**config.mk**
```make
export PLATFORM = sky130hd
export DESIGN_NAME = io_hex_display
export DESIGN_NICKNAME = d
export VERILOG_FILES = /design/src/rtl/io_disp_pkg.sv /design/src/rtl/hex_seg7.sv /design/src/rtl/io_hex_display.sv
export SDC_FILE = /design/constraint.sdc
export NUM_CORES = 1
export LEC_CHECK = 0
export BUFFER_PORTS_ARGS = -buffer_cell sky130_fd_sc_hd__buf_2
export CAP_MARGIN = 15
export CORE_ASPECT_RATIO = 1.4
export CORE_MARGIN = 4
export CORE_UTILIZATION = 53
export CTS_CLUSTER_SIZE = 10
export DETAILED_ROUTE_END_ITERATION = 16
export PLACE_DENSITY = 0.72
export REMOVE_ABC_BUFFERS = 1
export SLEW_MARGIN = 20
export SYNTH_ARGS = -nofsm -noshare
export SYNTH_HDL_FRONTEND = slang
export SYNTH_HIERARCHICAL = 1
export SYNTH_SLANG_ARGS = --single-unit
```
**constraint.sdc**
```tcl
create_clock -name clk -period 4.4 [get_ports clk]
set_input_delay 0.44 -clock clk [delete_from_list [all_inputs] [get_ports clk]]
set_output_delay 0.44 -clock clk [all_outputs]
set_load 0.005 [all_outputs]
```
**src/rtl/io_disp_pkg.sv**
```systemverilog
// Shared types and constants for the io0 seven-segment display peripheral.
// Segment codes are active-low, bit order {g,f,e,d,c,b,a}.
package io_disp_pkg;

  typedef enum logic [1:0] {
    IDLE  = 2'd0,
    SHIFT = 2'd1,
    DONE  = 2'd2
  } state_t;

  localparam logic [6:0] SEG_BLANK = 7'h7F;
  localparam logic [6:0] SEG_DASH  = 7'h3F;

  // Index 0 is the rightmost element: the list runs F down to 0.
  localparam logic [15:0][6:0] SEG_TABLE = {
    7'h0E, 7'h06, 7'h21, 7'h46, 7'h03, 7'h08, 7'h10, 7'h00,
    7'h78, 7'h02, 7'h12, 7'h19, 7'h30, 7'h24, 7'h79, 7'h40
  };

  // ceil(data_w * log10(2)): decimal digits needed for a data_w-bit unsigned value.
  function automatic int bcd_digits(input int data_w);
    return (data_w * 30103 + 99999) / 100000;
  endfunction

endpackage

```
**src/rtl/hex_seg7.sv**
```systemverilog
// Combinational 4-bit value to active-low seven-segment encoder.
module hex_seg7
  import io_disp_pkg::*;
(
  input  logic [3:0] digit,
  output logic [6:0] seg_n
);

  assign seg_n = SEG_TABLE[digit];

endmodule

```
**src/rtl/io_hex_display.sv**
```systemverilog
// Captures CPU io0 writes and drives NUM_DIGITS seven-segment digits in hex
// or unsigned decimal (sequential double-dabble), with a one-deep pending slot.
module io_hex_display
  import io_disp_pkg::*;
#(
  parameter int DATA_W     = 32,
  parameter int NUM_DIGITS = 8,
  parameter int BLANK_LZ   = 1
) (
  input  logic                        clk,
  input  logic                        rst,
  input  logic [DATA_W-1:0]           io_data,
  input  logic                        io_we,
  input  logic                        dec_en,
  output logic                        busy,
  output logic                        ovf,
  output logic [NUM_DIGITS-1:0][6:0]  hex_n
);

  localparam int BCD_N = bcd_digits(DATA_W);
  localparam int EXT_N = (BCD_N > NUM_DIGITS) ? BCD_N : NUM_DIGITS;
  localparam int HEX_W = (DATA_W > NUM_DIGITS * 4) ? DATA_W : NUM_DIGITS * 4;
  localparam int CNT_W = $clog2(DATA_W + 1);

  state_t                      state_q;
  logic [DATA_W-1:0]           bin_q;
  logic [BCD_N*4-1:0]          bcd_q;
  logic [CNT_W-1:0]            cnt_q;
  logic                        dec_q;

  logic                        pend_vld_q;
  logic [DATA_W-1:0]           pend_data_q;
  logic                        pend_dec_q;

  logic [NUM_DIGITS-1:0][3:0]  digit_q;
  logic [NUM_DIGITS-1:0]       blank_q;
  logic [NUM_DIGITS-1:0]       dash_q;
  logic                        ovf_q;

  logic [BCD_N*4-1:0]          bcd_adj;
  logic [EXT_N*4-1:0]          dec_ext;
  logic [HEX_W-1:0]            hex_ext;
  logic [NUM_DIGITS-1:0][3:0]  res_digit;
  logic [NUM_DIGITS-1:0]       res_blank;
  logic [NUM_DIGITS-1:0]       res_dash;
  logic                        res_ovf;
  logic                        seen_nz;

  assign busy = (state_q != IDLE) || pend_vld_q;
  assign ovf  = ovf_q;

  // Double-dabble correction: add 3 to every BCD nibble >= 5 before the shift.
  always_comb begin
    bcd_adj = bcd_q;
    for (int i = 0; i < BCD_N; i++) begin
      if (bcd_q[i*4 +: 4] >= 4'd5) begin
        bcd_adj[i*4 +: 4] = bcd_q[i*4 +: 4] + 4'd3;
      end
    end
  end

  // Display image derived from the finished conversion (or raw value in hex mode).
  always_comb begin
    dec_ext                = '0;
    dec_ext[BCD_N*4-1:0]   = bcd_q;
    hex_ext                = '0;
    hex_ext[DATA_W-1:0]    = bin_q;
    res_ovf                = 1'b0;
    seen_nz                = 1'b0;
    res_digit              = '0;
    res_blank              = '0;
    res_dash               = '0;

    for (int i = NUM_DIGITS; i < EXT_N; i++) begin
      if (dec_q && (dec_ext[i*4 +: 4] != 4'd0)) begin
        res_ovf = 1'b1;
      end
    end

    for (int i = NUM_DIGITS - 1; i >= 0; i--) begin
      res_digit[i] = dec_q ? dec_ext[i*4 +: 4] : hex_ext[i*4 +: 4];
      if (dec_ext[i*4 +: 4] != 4'd0) begin
        seen_nz = 1'b1;
      end
      res_blank[i] = dec_q && (BLANK_LZ != 0) && !seen_nz && (i != 0);
      res_dash[i]  = res_ovf;
    end
  end

  always_ff @(posedge clk or posedge rst) begin
    if (rst) begin
      state_q     <= IDLE;
      bin_q       <= '0;
      bcd_q       <= '0;
      cnt_q       <= '0;
      dec_q       <= 1'b0;
      pend_vld_q  <= 1'b0;
      pend_data_q <= '0;
      pend_dec_q  <= 1'b0;
      digit_q     <= '0;
      blank_q     <= '1;
      dash_q      <= '0;
      ovf_q       <= 1'b0;
    end else begin
      // Every write lands in the pending slot; the newest write always wins.
      if (io_we) begin
        pend_vld_q  <= 1'b1;
        pend_data_q <= io_data;
        pend_dec_q  <= dec_en;
      end else if (state_q == IDLE && pend_vld_q) begin
        pend_vld_q  <= 1'b0;
      end

      case (state_q)
        IDLE: begin
          if (pend_vld_q) begin
            bin_q   <= pend_data_q;
            dec_q   <= pend_dec_q;
            bcd_q   <= '0;
            cnt_q   <= '0;
            state_q <= pend_dec_q ? SHIFT : DONE;
          end
        end
        SHIFT: begin
          bcd_q <= {bcd_adj[BCD_N*4-2:0], bin_q[DATA_W-1]};
          bin_q <= {bin_q[DATA_W-2:0], 1'b0};
          cnt_q <= cnt_q + 1'b1;
          if (cnt_q == CNT_W'(DATA_W - 1)) begin
            state_q <= DONE;
          end
        end
        DONE: begin
          digit_q <= res_digit;
          blank_q <= res_blank;
          dash_q  <= res_dash;
          ovf_q   <= res_ovf;
          state_q <= IDLE;
        end
        default: state_q <= IDLE;
      endcase
    end
  end

  for (genvar g = 0; g < NUM_DIGITS; g++) begin : g_digit
    logic [6:0] seg;
    hex_seg7 u_seg (
      .digit (digit_q[g]),
      .seg_n (seg)
    );
    assign hex_n[g] = dash_q[g] ? SEG_DASH : (blank_q[g] ? SEG_BLANK : seg);
  end

endmodule

```
---- Word-level counts from Yosys, hierarchy flattened ----
Memory sizes are Yosys's and may differ from the RTL's.
Cells that the tools add are included.
storage, ports and cells
  register bits ........................... 157
  memories kept ........................... 8
  logic and storage cells ................. 158
  memory bits (read-only) ................. 896
  input bits .............................. 36
  output and inout bits ................... 58
operators by class
  multiplexer cells ....................... 63
  add/subtract/negate cells ............... 11
  magnitude comparators ................... 18
  reduce and logical (&&, ||, !) cells .... 34
  equality and inequality tests ........... 5
memories
  memory           words  width  read ports  clocked after Yosys merged registers in  write ports  line           text
  (no name shown)  16     7      1           0                                        0            hex_seg7.sv:9  assign seg_n = SEG_TABLE[digit];
  (no name shown)  16     7      1           0                                        0            hex_seg7.sv:9
  (no name shown)  16     7      1           0                                        0            hex_seg7.sv:9
  (no name shown)  16     7      1           0                                        0            hex_seg7.sv:9
  (no name shown)  16     7      1           0                                        0            hex_seg7.sv:9
  (no name shown)  16     7      1           0                                        0            hex_seg7.sv:9
  2 more memories  -      -      -           -                                        -            -
operator list
  operator                                                                             count
  7-bit 2-to-1 mux                                                                     24
  40-bit one-hot mux with 2 select lines                                               1
  4-bit 2-to-1 mux                                                                     17
  32-bit one-hot mux with 2 select lines                                               1
  4-bit by 3-bit greater-or-equal comparator with 1-bit output, second input constant  10
  4-bit by 5-bit < comparator with 1-bit output, second input constant                 8
  40-bit 2-to-1 mux                                                                    1
  4-bit by 2-bit adder with 4-bit output, second input constant                        9
  4-bit nonzero test                                                                   9
  32-bit 2-to-1 mux                                                                    1
  6-bit one-hot mux with 2 select lines                                                1
  1-bit 2-to-1 mux                                                                     11
  1-bit logical AND                                                                    10
  1-bit logical NOT                                                                    7
  6-bit by 1-bit adder with 6-bit output, second input constant                        1
  6-bit by 5-bit equality test with 1-bit output, second input constant                1
  2-bit 2-to-1 mux                                                                     3
  6-bit 2-to-1 mux                                                                     1
  2-bit AND reduction                                                                  3
  2-bit nonzero test                                                                   3
  2-bit inequality test, second input constant                                         2
  2-bit one-hot mux with 2 select lines                                                1
  3-bit by 2-bit adder with 3-bit output, second input constant                        1
  3-bit 2-to-1 mux                                                                     1
  other kinds (4)                                                                      4

---- Longest topological paths before layout ----
Gate-level depths: netlist of the first run.
  depth after elaboration ................. 10
  mapped depth ............................ 6
  depth with buffers taken out ............ 6

---- Modules after synthesis ----
Netlist of the first run, hierarchy kept.
modules (own cells, without submodules)
  module          sequential area each (µm²)  instances  cells each  area an instance (µm²)
  io_hex_display  3913.8                      1          765         7719.9
  hex_seg7        0.0                         8          32          275.3

---- Worst setup path after synthesis of the first run ----
Ideal clock, no wire load.
  kind .................................... register -> output
  start ................................... register digit_q[4] (netlist name)
  end ..................................... output hex_n[10] (netlist name)
  required time ........................... 3960 ps
  path slack .............................. 2333 ps
  arrival time ............................ 1627 ps
  stages on the path, launching flop included .. 6
  cells stage by stage .................... dfrtp_1 inv_1 ha_1 inv_1 mux4_1 or3_1
RTL lines
  element                 line                   text
  from (decl)             io_hex_display.sv:35   logic [NUM_DIGITS-1:0][3:0] digit_q;
  from (signal assigned)  io_hex_display.sv:133  digit_q <= res_digit;
  to (decl)               io_hex_display.sv:17   output logic [NUM_DIGITS-1:0][6:0] hex_n

==> results of run 1 <==
power breakdown:
| part | internal, mW | switching [mW] | leakage, nW |
|---|---|---|---|
| registers | 1.84 | 0.587 | 1.94 |
| logic | 1.56 | 1.64 | 3.01 |
| clock network | 0.876 | 0.582 | 0.285 |
| total | 4.28 | 2.81 | 5.24 |
worst max-delay path: stages (launching register included):
cell and delay, ns:
dfrtp_1 0.49, inv_1 0.14, ha_1 0.31, inv_1 0.05, mux4_1 0.47, or3_1 0.31, buf_2 0.13
flip-flops by register name, indices dropped and copies added (netlist names), 2 cells and up:
signal,flops
bcd_q,40
bin_q,32
blank_q,8
cnt_q,6
digit_q,32
pend_data_q,32
state_q,2
metal layers:
layer,vias to the layer above,share of wire (%),wire (um)
met3,30,3.4,688
met2,107,53,10800
met5,-,0,0
met4,0,1.5,308
li1,3721,-,-
met1,3541,43,8720
cell families (layout without fill, tap and decap cells):
kind of cell / after synthesis / in the layout / synth area share (%)
compound gates: 208 / 208 / 13.6
xor+xnor: 13 / 13 / 1.15
fa+ha+maj: 84 / 84 / 10.6
buf+inv: 110 / 182 / 5.26
flops: 156 / 156 / 39.4
mux: 124 / 124 / 14.3
simple gates: 326 / 326 / 15.6
cell usage after synthesis (all sizes together) (9+ instances only):
| cell type | count |
|---|---|
| inv | 46 |
| dfrtp | 148 |
| nor2 | 95 |
| o22ai | 17 |
| clkbuf | 16 |
| buf | 48 |
| nand2b | 14 |
| a31oi | 31 |
| nor3b | 11 |
| a21oi | 25 |
| or3 | 49 |
| a22o | 32 |
| mux2 | 40 |
| mux2i | 76 |
| nand2 | 128 |
| o31ai | 9 |
| o21ai | 72 |
| ha | 84 |
| a32o | 16 |
| xnor2 | 10 |
cell type report:
type                       count  area (sq um)
fill                        1555          7170
multi-input combinational    755          5510
sequential                   156          3920
timing repair buffer         104           561
clock buffer                  21           470
tap                          240           300
inverter                      46           178
clock inverter                11           116
path summary, 6_finish.rpt:
check,from,to,slack [ns]
max,digit_q[4],hex_n[10],1.63
min,rst,pend_data_q[15],0.21
max reg2reg,state_q[1],cnt_q[3],2.06
min reg2reg,pend_data_q[0],pend_data_q[0],0.51
max in group asynchronous,rst,blank_q[2],3.34
min in group clk,dec_en,pend_dec_q,0.23
==> results by group, run 1 <==
Yosys
  – Yosys reg bits: approximately 160
  – Asr flop ratio synth: between 90% and 100%
  – Post-Syn Area: about 10000 sq um
  – Post-synthesis cell type count: 40
  – Synth area leader: dfrtp_1
  – Dominant synthesized flop cell: dfrtp_1
  – Yosys top cell area share: a little under two fifths
  – Yosys warns: 6
  – Post-synthesis sequential area ratio: 39.4%
  – Synthesized instance count: around 1,000
  – Synth top area cells: dfrtp_1 37%, ha_1 11%, mux2i_1 7.7%, nand2_1 4.8%, mux2_2 4.5%
  – EDFF count, synth: 0
  – Syn Area/Cell: approximately 9.7 sq um

Routing
  – # DRC: 0
  – DRT Pass-1 Iters: 7
  – Vias: 7,399
  – Final ANT Viol Nets: 0
  – WL final: around 21 mm
  – Routed vias/inst: between 5 and 6
  – DRT iter0 DRCs: 362
  – Drt wl/cell: 15.4 um

Layout
  – Most frequent cells in the layout: 146 x dfrtp_1, 128 x nand2_1, 95 x nor2_1
  – Post-Layout Cell Count: 1,333
  – Nets: 1,200
  – Cell area after layout: 11,000 sq um
  – Area delta synth->final: 11.3%
  – Share of layout cells above drive strength 1: a little under a fifth
  – Util after Layout: between 60% and 70%
  – Commonest non-fill, non-tap cell in the layout: dfrtp_1
  – Ant. Diodes: 0

Timing
  – Layout Skew: 0.00614 ns
  – Final period util: between 60% and 70%
  – RSZ-0062 raised after global routing: no
  – Slack of the critical path: about 1.6 ns
  – Post-route setup TNS: 0 ns
  – Fmax: about 0.36 GHz
  – Slew headroom: roughly 34%
  – Max-slew violations: 0
  – Final setup fails: 0
  – Worst Max-Slew Pin Slew: 0.989 ns
  – Crit path time final: approximately 2.8 ns
  – Final hold vios: 0
  – Hold slack final: around 0.21 ns

Critical path
  – Startpoint types: flop
  – CP arrival: 2.33 ns
  – Critical Path RT: 3.96 ns
  – Maximum fanout along the worst path: 8
  – Crit path capture type: primary output
  – Critical path type: flop to primary output
  – R2R cell count: 5

Global route
  – GR peak layer: met2
  – Met1 Use GR: 24.8%
  – Antenna violations before repair: 0
  – Grt met3 use: under 10%
  – Total track usage: 20.3%
  – Largest net degree at the start of global routing: just under 100
  – Number of global-route vias before repair: 7,262
  – GR Util met2: 36.4%
  – GRT overflow: 0
  – First-pass GRT wire length: ~35 mm

Status
  – Status: complete, no violations

Pwr
  – Pwr Density: roughly 640 nW/um^2
  – Total power: ~7.1 mW
  – Max IR drop VDD: ~0.39 mV
  – Lkg Pwr: 5.24 nW

Clocking
  – CTS tree: yes
  – CTS Buffer Depth: 2
  – H-tree depth: 4
  – Clock Latency Late Sink: about 0.43 ns
  – Cts hold-fix bufs: 0
  – CTS buffer count: 17
  – Clk sinks: between 150 and 200
  – Clk root buf: clkbuf_16
  – CTS resizes: 0
  – Setup bufs post-CTS: 0
  – Reg clk slew, reported paths: 0.06 ns

Placement
  – Placed Area: around 10,000 sq um
  – Setup WS pre-CTS: slightly above 2 ns
  – Dpl cells: ~1,300
  – Buffers on Ports: 93
  – GP Congestion: around 0.84
  – Post-DP HPWL: 14.1 mm

Floorplanning
  – Starting Density: 54.5%
  – Row count: between 50 and 60
  – Io pins: 94
  – Die area: between 20,000 and 25,000 sq um
  – DIE WIDTH: between 100 and 150 um
  – Die Y: ~170 um
  – CORE AREA: 18,200 sq um

Run
  – Max Cap Violations: 0

Min path
  – HP Class: input pin to asynchronous set/reset pin
(Power assumes the default switching activity.)
==> run 2: changes to the inputs <==
Settings changed: ABC_AREA set to 1, PLACE_DENSITY 0.72 to 0.69.
Clock period 4.4 ns to 2.9 ns, I/O delays scaled along.
==> run 2 against run 1 <==
The flow now finishes with violations (hold timing); largest cell class unchanged; global-route usage up 0.76 points; sequential cell count unchanged; sequential share of layout area down 0.65 points; first-iteration DRC count increased by 51%; area after synthesis increased by 2.0%; clock-buffer cell count fell by 3.
==> results by group, run 2 <==
Run
  – Max Cap Violations: 0 (unchanged)

Timing
  – Layout Skew: 0.0122 ns (+0.00609 ns)
  – RSZ-0062 raised after global routing: no
  – Max-slew violations: 0 (unchanged)
  – Final period util: just over 70%
  – Hold slack final: -0.00391 ns (-0.212 ns)
  – Fmax: 0.480 GHz
  – Worst Max-Slew Pin Slew: 0.793 ns (-0.197 ns)
  – Final hold vios: 2 (+2)
  – Final setup fails: 0 (unchanged)
  – Slew headroom: 47.2% (+13 points)
  – Crit path time final: 2.08 ns
  – Slack of the critical path: 0.816 ns (-0.816 ns)

Yosys
  – Dominant synthesized flop cell: dfrtp_1
  – Syn Area/Cell: 7.29 sq um (-25%)
  – Yosys reg bits: 156 (unchanged)
  – Yosys warns: 6 (unchanged)
  – EDFF count, synth: 0 (unchanged)
  – Synth area leader: dfrtp_1
  – Post-Syn Area: 10,100 sq um (+2.0%)
  – Synth cell count leaders: 433 x nand2_1, 192 x inv_1, 148 x dfrtp_1, 95 x nand3_1, 90 x o21ai_0
  – Synth top area cells: dfrtp_1 37%, nand2_1 16%, ha_1 10%, inv_1 7.1%, nand3_1 4.7%
  – Post-synthesis cell type count: 33 (-18%)
  – Synthesized instance count: 1,388 (+36%)
  – Count leader, synth: nand2_1
  – Post-synthesis sequential area ratio: 38.7% (-0.78 points)
  – Asr flop ratio synth: 100% (unchanged)
  – Yosys top cell area share: 36.6% (-0.73 points)

Critical path
  – Slowest-stage cell, CP: dfrtp_1
  – Worst stage delay on the critical path: 0.48 ns (about the same)
  – Crit path capture type: primary output
  – Chain of cells forming the critical path: inv_1 > ha_1 > nand2_1 > nand3_1 > nand2_1 > inv_1 > nand2_1 > buf_2
  – CP arrival: 1.79 ns (-0.54 ns)
  – Buffers and inverters on the worst path: 3 (unchanged)
  – Critical path type: flop to primary output
  – Startpoint types: flop
  – Maximum fanout along the worst path: 6 (-2)
  – Critical Path RT: 2.61 ns (-1.35 ns)
  – CP most frequent cell: nand2_1
  – Top delay family on crit path: flip-flops

Routing
  – # DRC: 0 (unchanged)
  – WL final: 22.0 mm (+7.2%)
  – Routed vias/inst: 5.15 (-7.3%)
  – Final ANT Viol Nets: 0 (unchanged)
  – DRT Pass-1 Iters: 5 (-2)
  – Drt wl/cell: 12.9 um (-16%)
  – Vias: 8,788 (+19%)
  – DRT iter0 DRCs: 547 (+51%)

Global route
  – First-pass GRT wire length: 38.1 mm (+10%)
  – Total track usage: 21.1% (+0.76 points)
  – Largest net degree at the start of global routing: 82 (-15%)
  – Number of global-route vias before repair: 8,372 (+15%)
  – GRT overflow: 0 (unchanged)
  – Antenna violations before repair: 0 (unchanged)

Status
  – Failing checks: hold timing
  – Status: finished with violations

Clocking
  – Clk root buf: clkbuf_16
  – H-tree depth: 4 (unchanged)
  – CTS tree: yes
  – CTS resizes: 0 (unchanged)
  – CTS buffer count: 17 (unchanged)
  – Clk sinks: 156 (unchanged)
  – Setup bufs post-CTS: 0 (unchanged)
  – Clock Latency Late Sink: 0.42 ns (about the same)
  – Reg clk slew, reported paths: 0.07 ns (about the same)
  – CTS Buffer Depth: 2 (unchanged)
  – Cts hold-fix bufs: 0 (unchanged)

Floorplanning
  – CORE AREA: 18,700 sq um (+2.5%)
  – DIE WIDTH: 125 um (+0.93%)
  – Io pins: 94 (unchanged)
  – Row count: 59 (+1.7%)
  – Starting Density: 54.2% (-0.28 points)
  – Die area: 21,400 sq um (+1.9%)
  – Die Y: 172 um (+0.95%)

Layout
  – Area of the multi-input gates: 5070 sq um (-8.0%)
  – Largest register FFs: 40 (unchanged)
  – Ant. Diodes: 0 (unchanged)
  – Area delta synth->final: 11.1%
  – Nets: 1,570 (+31%)
  – Reg area: 3910 sq um (about the same)
  – Commonest non-fill, non-tap cell in the layout: nand2_1
  – Cell area after layout: 11,200 sq um (+1.8%)
  – Util after Layout: 60.2% (-0.44 points)
  – Most frequent cells in the layout: 432 x nand2_1, 191 x inv_1, 148 x dfrtp_1
  – Share of layout cells above drive strength 1: 11.8% (-6.7 points)
  – Top reg by flops: bcd_q
  – Fillers: 1,795 (+15%)

Placement
  – GP Congestion: 0.829 (-1.6%)
  – Setup WS pre-CTS: 0.831 ns (-1.24 ns)
  – Buffers on Ports: 93 (unchanged)
  – Placed Area: 10,700 sq um (+2.0%)
  – Post-DP HPWL: 16.2 mm (+15%)

Pwr
  – Lkg Pwr: 5.98 nW (+14%)
  – Max IR drop VDD: 0.460 mV (+18%)
  – Pwr Density: 1050 nW/um^2 (+63%)

Min path
  – HP Class: input pin to asynchronous set/reset pin
[run 2: cell count changes in the layout (fill, tap and decap cells not counted), sizes merged, moves of 40 or more]
cell,change
inv,+166
mux2,-40
mux2i,-76
nand2,+307
nand3,+91
o21ai,+73
or3,-49
[run 2: area by class of cell]
class / count / area share (%)
repair buffers: 106 / 5.45
clock inverters: 14 / 1.31
multi-input cells: 965 / 45.0
clock buffers: 18 / 3.82
flip-flops and latches: 156 / 34.8
well taps: 244 / 2.71
inverters: 204 / 6.85
[run 2: layer usage]
metal	track usage (%)	share of wire, %	up-vias
li1	-	-	4551
met1	26.6	45	4060
met2	38.2	50	153
met3	2.73	3.6	24
met4	5.87	1.7	0
met5	0	0	-
[run 2: cells by family (layout without fill, tap and decap cells)]
| family | after synthesis | count (layout) | share of synthesized area [%] |
|---|---|---|---|
| compound gates | 256 | 256 | 14.8 |
| simple gates | 623 | 623 | 24.6 |
| flops | 156 | 156 | 38.7 |
| buf+inv | 267 | 342 | 11.4 |
| xor+xnor | 2 | 2 | 0.173 |
| fa+ha+maj | 84 | 84 | 10.4 |
[run 2: metrics by stage]
step	setup TNS [ns]	power (mW)	std cells	hold WS [ns]
5_1_grt	0	13.0	1707	0.0499
6_report	0	11.8	1707	-0.00391
3_3_place_gp	0	9.53	1675	0.442
2_1_floorplan	-237.77	7.60	1325	0.397
3_5_place_dp	0	9.65	1675	0.455
4_1_cts	0	11.9	1707	0.0309
[run 2: report_power, final]
part	internal [mW]	switching, mW
combinational	2.29	3.59
clock	1.22	0.981
sequential	2.82	0.861
total	6.33	5.43
[run 2: path summary, 6_finish.rpt]
check,startpoint,endpoint,slack (ns),depth (start not counted)
min in group clk,io_data[2],pend_data_q[2],0.06,3
worst min-delay path,rst,pend_data_q[22],-0.004,2
worst max register to register,state_q[0],bin_q[27],0.82,6
worst min register to register,blank_q[0],blank_q[0],0.46,2
max in group asynchronous,rst,blank_q[0],2.15,3
worst max-delay path,digit_q[29],hex_n[52],0.82,8
==> run 3: changes to the inputs <==
Settings changed: PLACE_DENSITY 0.69 to 0.72.
Clock period 2.9 ns to 1.8 ns, I/O delays scaled along.
==> run 3 against run 2 <==
The run ends with setup timing left; sequential cell count did not move; clock-buffer cell count is 1 lower; setup slack got worse by 0.91 ns.
==> results by group, run 3 (synthesis gave the netlist of run 2 again) <==
Routing
  – DRT iter0 DRCs: 465 (-15%)
  – Vias: 9,309 (+5.9%)
  – # DRC: 0 (unchanged)
  – Routed vias/inst: 5.18 (+0.68%)
  – Drt wl/cell: 13.3 um (+3.0%)
  – WL final: 23.8 mm (+8.4%)
  – DRT Pass-1 Iters: 6 (+1)
  – Final ANT Viol Nets: 0 (unchanged)

Critical path
  – CP arrival: 1.72 ns (-0.07 ns)
  – Setup slack, reg-to-reg: 0.17 ns (-0.65 ns)
  – Critical Path RT: 1.62 ns (-0.99 ns)
  – Crit path capture type: primary output
  – Maximum fanout along the worst path: 5 (-1)
  – Critical path type: flop to primary output
  – Startpoint types: flop

Placement
  – Post-DP HPWL: 16.0 mm (-1.2%)
  – GP Congestion: 0.874 (+5.4%)
  – Dpl cells: 1,691 (+0.96%)
  – Buffers on Ports: 93 (unchanged)
  – Setup WS pre-CTS: 0.208 ns (-0.624 ns)
  – Placed Area: 10,800 sq um (+1.5%)

Floorplanning
  – Die area: 21,400 sq um (unchanged)
  – Io pins: 94 (unchanged)
  – DIE WIDTH: 125 um (unchanged)
  – CORE AREA: 18,700 sq um (unchanged)
  – Starting Density: 54.2% (unchanged)
  – Row count: 59 (unchanged)
  – Die Y: 172 um (unchanged)

Clocking
  – Clock Latency Late Sink: 0.42 ns (about the same)
  – CTS buffer count: 17 (unchanged)
  – Clk root buf: clkbuf_16
  – CTS Buffer Depth: 2 (unchanged)
  – Clk sinks: 156 (unchanged)
  – CTS tree: yes
  – Reg clk slew, reported paths: 0.07 ns (about the same)
  – H-tree depth: 4 (unchanged)

Run
  – Max Cap Violations: 0 (unchanged)

Pwr
  – Max IR drop VDD: 0.714 mV (+55%)
  – Pwr Density: 1700 nW/um^2 (+63%)
  – Total power: 22.1 mW (+88%)
  – Lkg Pwr: 6.44 nW (+7.8%)

Timing
  – Max-slew violations: 0 (unchanged)
  – Fmax: 0.527 GHz
  – Worst Max-Slew Pin Slew: 0.436 ns (-0.356 ns)
  – Post-route setup TNS: -0.994 ns (-0.994 ns)
  – Hold slack final: 0.113 ns (+0.117 ns)
  – Layout Skew: 0.00659 ns (-0.00564 ns)
  – Slew headroom: 70.9% (+24 points)
  – Crit path time final: 1.90 ns
  – Final period util: 105%
  – Final setup fails: 27 (+27)
  – Final hold vios: 0 (-2)
  – RSZ-0062 raised after global routing: yes
  – Slack of the critical path: -0.0961 ns (-0.912 ns)

Layout
  – Nets: 1,659 (+5.7%)
  – Post-Layout Cell Count: 1,796 (+5.2%)
  – Area of the multi-input gates: 5850 sq um (+16%)
  – Reg area: 3940 sq um (+0.67%)
  – Util after Layout: 69.5% (+9.3 points)
  – Top reg by flops: bcd_q
  – Fillers: 1,473 (-18%)
  – Ant. Diodes: 0 (unchanged)
  – Most frequent cells in the layout: 402 x nand2_1, 158 x inv_1, 127 x dfrtp_1
  – Commonest non-fill, non-tap cell in the layout: nand2_1
  – Area delta synth->final: 28.3%
  – Share of layout cells above drive strength 1: 25.5% (+14 points)
  – Cell area after layout: 13,000 sq um (+15%)
  – Largest register FFs: 40 (unchanged)

Global route
  – Antenna violations before repair: 0 (unchanged)
  – Total track usage: 21.5% (+0.42 points)
  – First-pass GRT wire length: 39.3 mm (+3.1%)
  – Largest net degree at the start of global routing: 55 (-33%)
  – Number of global-route vias before repair: 8,827 (+5.4%)
  – GRT overflow: 0 (unchanged)

Status
  – Status: finished with violations
  – Failing checks: setup timing

Min path
  – HP Class: input pin to flop
[run 3: cell count changes in the layout (fill, tap and decap cells not counted), sizes merged]
cell / delta
dlygate4sd3: +34
clkinvlp: +1
inv: -9
buf: +55
clkinv: +9
clkbuf: -1
[run 3: area by class of cell]
| cell class | count | area share [%] |
|---|---|---|
| Clock buffer | 17 | 3.28 |
| Clock inverter | 15 | 1.07 |
| Inverter | 204 | 6.44 |
| Multi-Input combinational cell | 965 | 45.1 |
| Sequential cell | 156 | 30.3 |
| Tap cell | 244 | 2.35 |
| Timing Repair Buffer | 195 | 11.4 |
[run 3: path summary, 6_finish.rpt]
path / depth (start not counted) / start / end
worst max-delay path: 9 / digit_q[8] / hex_n[20]
worst min-delay path: 4 / io_we / pend_data_q[10]
worst max register to register: 8 / bcd_q[20] / bcd_q[21]
worst min register to register: 2 / blank_q[0] / blank_q[0]
max in group asynchronous: 4 / rst / blank_q[3]
min in group asynchronous: 3 / rst / pend_data_q[22]
[run 3: timing repair]
action	CTS	global route
setup buffers	23	16
pin swaps	4	55
hold buffers	34	0
gates resized for setup	67	192
hold endpoints to repair	70	0
endpoints found under the setup margin	54	60
[run 3: power breakdown]
part | total, mW | switching [mW] | internal, mW
registers | 6.07 | 1.47 | 4.60
clock network | 3.43 | 1.50 | 1.93
logic | 12.6 | 7.24 | 5.38
total | 22.1 | 10.2 | 11.9
[run 3: critical path, stage by stage (launching register included)]
cell and delay (ns):
dfrtp_2 0.46, buf_6 0.14, ha_4 0.16, nand2_4 0.08
o21ai_2 0.06, nand2_1 0.06, nand2_1 0.05, nor2_1 0.11
nor2_1 0.06, buf_2 0.12
[run 3: routing by layer]
metal  track usage [%]  wire length, um
met5                 0                0
met3              2.39              964
met4              6.39              424
met1              27.6            10500
met2              38.6            11900
